`config.mk`:
```
export PLATFORM = sky130hd
export DESIGN_NAME = imem_fetch_ctrl
export DESIGN_NICKNAME = d
export VERILOG_FILES = /design/src/rtl/imem_fetch_ctrl_pkg.sv /design/src/rtl/imem_fetch_ctrl_assembler.sv /design/src/rtl/imem_fetch_ctrl.sv
export SDC_FILE = /design/constraint.sdc
export NUM_CORES = 1
export LEC_CHECK = 0
export ABC_AREA = 1
export CAP_MARGIN = 10
export CORE_UTILIZATION = 35
export DETAILED_ROUTE_END_ITERATION = 7
export HOLD_SLACK_MARGIN = 0.06
export SYNTH_ARGS = -nofsm -noshare
export SYNTH_HDL_FRONTEND = slang
export SYNTH_SLANG_ARGS = --single-unit
```
`constraint.sdc`:
```
create_clock -name CLK -period 1.65 [get_ports CLK]
set_input_delay 0.165 -clock CLK [delete_from_list [all_inputs] [get_ports CLK]]
set_output_delay 0.165 -clock CLK [all_outputs]
set_load 0.02 [all_outputs]
```
`src/rtl/imem_fetch_ctrl_pkg.sv`:
```
// Shared types and constants for the instruction-memory boot loader and fetch sequencer.
package imem_fetch_ctrl_pkg;

    typedef enum logic [1:0] {
        S_COUNT = 2'd0,
        S_LOAD  = 2'd1,
        S_RUN   = 2'd2
    } state_t;

    localparam int unsigned INST_W           = 32;
    localparam logic [31:0] RESET_PC_DEFAULT = 32'h0000_0000;

endpackage

```
`src/rtl/imem_fetch_ctrl_assembler.sv`:
```
// Boot word assembler: packs four received bytes little-endian into one 32-bit word.
module imem_fetch_ctrl_assembler
    import imem_fetch_ctrl_pkg::*;
(
    input  logic              clk_i,
    input  logic              rst_ni,
    input  logic              clr_i,
    input  logic              byte_valid_i,
    input  logic [7:0]        byte_i,
    output logic              word_done_o,
    output logic [INST_W-1:0] word_o
);

    logic [1:0]  cnt_q;
    logic [23:0] shift_q;

    // The 4th byte completes the word directly, so only three bytes are stored.
    assign word_done_o = byte_valid_i && (cnt_q == 2'd3);
    assign word_o      = {byte_i, shift_q};

    always_ff @(posedge clk_i) begin
        if (!rst_ni || clr_i) begin
            cnt_q   <= '0;
            shift_q <= '0;
        end else if (byte_valid_i) begin
            cnt_q   <= cnt_q + 2'd1;
            shift_q <= {byte_i, shift_q[23:8]};
        end
    end

endmodule

```
`src/rtl/imem_fetch_ctrl.sv`:
```
// Boot-loads instruction memory from a byte stream, then runs the PC/fetch loop with stall and redirect.
module imem_fetch_ctrl
    import imem_fetch_ctrl_pkg::*;
#(
    parameter int unsigned DEPTH    = 256,
    parameter int unsigned ADDR_W   = $clog2(DEPTH),
    parameter logic [31:0] RESET_PC = RESET_PC_DEFAULT
) (
    input  logic              CLK,
    input  logic              RST,
    input  logic [7:0]        rx_data,
    input  logic              rx_valid,
    output logic              imem_we,
    output logic [ADDR_W-1:0] imem_waddr,
    output logic [31:0]       imem_wdata,
    output logic [ADDR_W-1:0] imem_raddr,
    input  logic [31:0]       imem_rdata,
    input  logic              stall,
    input  logic              redirect,
    input  logic [31:0]       redirect_pc,
    output logic [31:0]       pc,
    output logic [31:0]       inst,
    output logic              inst_valid,
    output logic              loading,
    output logic              misalign_err
);

    state_t              state_q, state_d;
    logic [7:0]          n_q;
    logic [ADDR_W-1:0]   wcnt_q;
    logic [ADDR_W-1:0]   waddr_q;
    logic [31:0]         wdata_q;
    logic                we_q, last_q;
    logic [31:0]         fetch_pc_q, pc_q, inst_q;
    logic                valid_q, misalign_q;
    logic                asm_en, asm_clr, word_done;
    logic [INST_W-1:0]   word;

    imem_fetch_ctrl_assembler u_asm (
        .clk_i        (CLK),
        .rst_ni       (RST),
        .clr_i        (asm_clr),
        .byte_valid_i (asm_en),
        .byte_i       (rx_data),
        .word_done_o  (word_done),
        .word_o       (word)
    );

    always_comb begin
        state_d = state_q;
        asm_en  = 1'b0;
        asm_clr = (state_q != S_LOAD);
        unique case (state_q)
            S_COUNT: if (rx_valid) state_d = (rx_data == 8'd0) ? S_RUN : S_LOAD;
            // Leave one cycle after the final write strobe; bytes in that cycle are dropped.
            S_LOAD:  if (we_q && last_q) state_d = S_RUN;
                     else asm_en = rx_valid;
            S_RUN:   ;
            default: state_d = S_COUNT;
        endcase
    end

    always_ff @(posedge CLK) begin
        if (!RST) begin
            state_q    <= S_COUNT;
            n_q        <= '0;
            wcnt_q     <= '0;
            waddr_q    <= '0;
            wdata_q    <= '0;
            we_q       <= 1'b0;
            last_q     <= 1'b0;
            fetch_pc_q <= RESET_PC;
            pc_q       <= '0;
            inst_q     <= '0;
            valid_q    <= 1'b0;
            misalign_q <= 1'b0;
        end else begin
            state_q <= state_d;
            we_q    <= word_done;
            if (state_q == S_COUNT && rx_valid) begin
                n_q    <= rx_data;
                wcnt_q <= '0;
            end
            if (word_done) begin
                waddr_q <= wcnt_q;
                wdata_q <= word;
                last_q  <= (wcnt_q == ADDR_W'(n_q - 8'd1));
                wcnt_q  <= wcnt_q + 1'b1;
            end
            if (state_q == S_RUN) begin
                if (redirect) begin
                    fetch_pc_q <= {redirect_pc[31:2], 2'b00};
                    valid_q    <= 1'b0;
                    if (redirect_pc[1:0] != 2'b00) misalign_q <= 1'b1;
                end else if (!stall) begin
                    pc_q       <= fetch_pc_q;
                    inst_q     <= imem_rdata;
                    valid_q    <= 1'b1;
                    fetch_pc_q <= fetch_pc_q + 32'd4;
                end
            end
        end
    end

    assign imem_raddr   = fetch_pc_q[ADDR_W+1:2];
    assign imem_we      = we_q;
    assign imem_waddr   = waddr_q;
    assign imem_wdata   = wdata_q;
    assign pc           = pc_q;
    assign inst         = inst_q;
    assign inst_valid   = valid_q;
    assign loading      = (state_q != S_RUN);
    assign misalign_err = misalign_q;

endmodule

```
==> impl_metrics.py <==
metrics = {
    "sta": {
        "hold_slack_ns": 0.297,
        "relSlewSlack_pct": 61.9,
        "final-max-slew-violation-count": 0,
        "finalCritPeriodShare_pct": 97.1,
        "tightest_slew_ns": 0.571,
        "fmax_ghz": 0.624,
        "fin_skew_ns": 0.0139,
        "finalWorstPathRequiredPeriod_ns": 1.60,
        "hold_viol": 0,
        "setup_viol": 0,
        "tns_ns": 0,
        "rsz0062_at_grt": "true",
        "setup_ws_ns": 0.0480,
    },
    "pwr": {
        "totalPowerFinal_w": 0.00984,
        "peakVddDrop_mv": 0.684,
        "power.density_nw_per_um2": 879,
        "power_leakage_nw": 4.47,
    },
    "worst_setup_path": {
        "critPathMaxStageDelay_ns": 0.35,
        "worstPathMaxFanout": 7,
        "endpoint_kind": "flop",
        "rrSetupSlack_ns": 0.05,
        "worstReg2RegStart": "fetch_pc_q[2]",
        "crit_chain": "ha_2, nand3_2, inv_2, nand2_2, nor2_4, buf_6, buf_4, nand3_1, nand3_1, a21oi_1",
        "cp_common_cell": "nand3_1",
        "slowest_stage": "dfxtp_2",
        "timing.rr.end": "fetch_pc_q[18]",
        "criticalPathCategory": "reg2reg",
        "r2r_cells": 10,
        "critPathArrivalTime_ns": 1.91,
        "startpoint_type": "flop",
        "cp.required_ns": 1.96,
    },
    "placement": {
        "preCtsSetupSlack_ns": -0.0617,
        "place_inst": 1591,
        "place.gp.congestion": 0.887,
        "dp_hpwl_mm": 17.6,
        "numPortBuffers": 190,
    },
    "routing": {
        "drc_errors": 19,
        "first_iter_violations": 599,
        "dr.pass1.iters": 8,
        "finalWirelength_mm": 24.4,
        "ant_nets": 0,
        "num_vias": 8039,
        "wire_per_inst_um": 15.0,
        "routed_via_density": 4.93,
    },
    "die": {
        "die_w_um": 152,
        "die_area_um2": 23100,
        "start_util_pct": 35.8,
        "dieHeight_um": 152,
        "core_um2": 22000,
        "io_pins": 193,
        "rows": 54,
    },
    "global_routing": {
        "grt_busiest_layer": "met2",
        "grt_pass1_wl_mm": 40.0,
        "grt_util_met1_pct": 30.4,
        "grt_pass1_vias": 7407,
        "gr-usage-met2_pct": 32.3,
        "grtUsageTotal_pct": 21.6,
        "grt_antenna_before_repair": 0,
        "grt_max_degree": 61,
        "globalRoute.totalOverflow": 0,
        "grt_util_met3_pct": 6.10,
    },
    "synth": {
        "synth.avg_cell_area_um2": 7.10,
        "synthArstFlopShare_pct": 0,
        "synth_area_um2": 7870,
        "syn_inst": 1109,
        "synth_top_area_share_pct": 45.8,
        "synth_seq_area_share_pct": 45.8,
        "yosysWarnings": 0,
        "synth_edf_count": 0,
        "yosysUniqueCellTypes": 42,
        "synth-seq-cells": 180,
        "synth_top_cell_by_area": "dfxtp_1",
        "synth_area_leaders": "dfxtp_1 46%, nor2_1 12%, nand2_1 10%",
        "synth_ff_type": "dfxtp_1",
    },
    "run": {
        "timing.max_cap.violations": 0,
    },
    "min_path": {
        "whs_path_depth": 3,
        "min_path_type": "in2reg",
        "min_from": "imem_rdata[16]",
        "hold_end": "inst[16]",
    },
    "clocking": {
        "cts-root-buf": "clkbuf_16",
        "cts_tree": "yes",
        "clk_pin_slew_worst_paths_ns": 0.08,
        "cts.sinks": 180,
        "clockBufferDepth": 2,
        "clk_latency_ns": 0.45,
        "htreeDepth": 4,
        "numCtsBuffers": 17,
    },
    "run_status": {
        "violations": "design-rule violations",
        "outcome": "finished with violations",
    },
    "final_layout": {
        "final_cells": 1629,
        "drive_gt1_share_pct": 11.9,
        "antennaDiodeCount": 0,
        "finalNetCount": 1417,
        "syn2layout_area_growth_pct": 42.3,
    },
}
state kept, by name, indices dropped and copies added, names as in the netlist:
name / flops
fetch_pc_q: 30
imem_waddr: 8
imem_wdata: 32
imem_we: 1
inst: 32
inst_valid: 1
last_q: 1
misalign_err: 1
n_q: 8
pc: 30
state_q: 2
u_asm.cnt_q: 2
u_asm.shift_q: 24
wcnt_q: 8
report_power, final:
group	internal (W)	switching, W	leakage, nW
Clock	0.00209	0.00216	0.303
Combinational	0.000494	0.000590	2.71
Sequential	0.00443	0.0000789	1.46
Total	0.00702	0.00283	4.47
cell usage in the layout (no fill, tap or decap), drive strengths merged, types with 2 or more instances in the layout:
cell type      instances
nor2                 258
nand2                222
dfxtp                180
clkdlybuf4s50        173
o21ai                127
buf                   81
a21oi                 79
inv                   68
nand3                 51
clkbuf                17
a211oi                14
nand3b                10
clkinv                10
nand4                  9
dlygate4sd2            9
dlymetal6s2s           7
xnor2                  5
nor3                   5
ha                     4
o211ai                 3
xor2                   3
conb                   2
area by class of cell:
class                   instances  area (µm²)
well taps                     280         350
flip-flops and latches        180        3610
repair buffers                271        2610
clock inverters                15         206
multi-input cells             803        3750
fillers                      2138       10800
clock buffers                  17         425
inverters                      63         236
cells by family after synthesis:
group                      after synthesis  synth area share (%)
and+or+nand+nor                        558                  29.7
DFF                                    180                  45.8
adders and majority gates                4                 0.636
buffers and inverters                  127                  7.38
xor gates and xnor gates                 8                 0.890
AOI/OAI and AO/OA                      231                  15.5
other                                    1                0.0476
critical path: cells and delay by family (launching register included):
| family | cells | cell delay (ns) |
|---|---|---|
| AND/OR/NAND/NOR | 5 | 0.54 |
| flip-flops | 1 | 0.35 |
| buffers and inverters | 3 | 0.32 |
| adder cells (fa/ha/maj) | 1 | 0.19 |
| AO/OA/AOI/OAI | 1 | 0.06 |
per-stage QoR:
| stage | cell area [µm²] | util, % |
|---|---|---|
| after floorplan | 7870 | - |
| after global placement | 10400 | 47.5 |
| after detailed placement | 10400 | 47.5 |
| after CTS | 11100 | 50.4 |
| after global routing | 11200 | 51.0 |
| final | 11200 | 51.0 |
worst max path at each step:
stage	from	endpoint	slack, ns	cells after the start
2_1_floorplan	fetch_pc_q[2]	fetch_pc_q[18]	0.19	9
3_3_place_gp	rx_valid	u_asm.shift_q[15]	-0.05	7
3_5_place_dp	rx_valid	wcnt_q[5]	-0.06	7
4_1_cts	pc[4]	pc[4]	0.00008	1
5_1_grt	fetch_pc_q[2]	fetch_pc_q[18]	-0.03	10
6_report	fetch_pc_q[2]	fetch_pc_q[18]	0.05	10
synthesized netlist by cell type (4+ instances only):
cell type and number:
a211oi_1 14, a21oi_1 79, buf_2 25, buf_4 13
clkbuf_1 19, dfxtp_1 180, ha_1 4, inv_1 57
inv_2 6, nand2_1 218, nand3_1 51, nand3b_1 10
nand4_1 9, nor2_1 248, nor2_4 6, o21ai_0 120
o21ai_1 7, xnor2_1 5
per-layer routing:
| metal | vias up | routed length, µm |
|---|---|---|
| met5 | - | 0 |
| met1 | 3688 | 11500 |
| li1 | 4063 | - |
| met2 | 268 | 10700 |
| met4 | 0 | 228 |
| met3 | 20 | 1990 |
what timing repair did:
item / 4_1_cts / 5_1_grt
buffers inserted: 0 / 5
gates resized for setup: 12 / 37
pin swaps: 1 / 2
hold buffers: 1 / 0
hold endpoints to repair: 1 / 0
setup endpoints to repair: 12 / 34
Power figures use the tool's default switching activity.
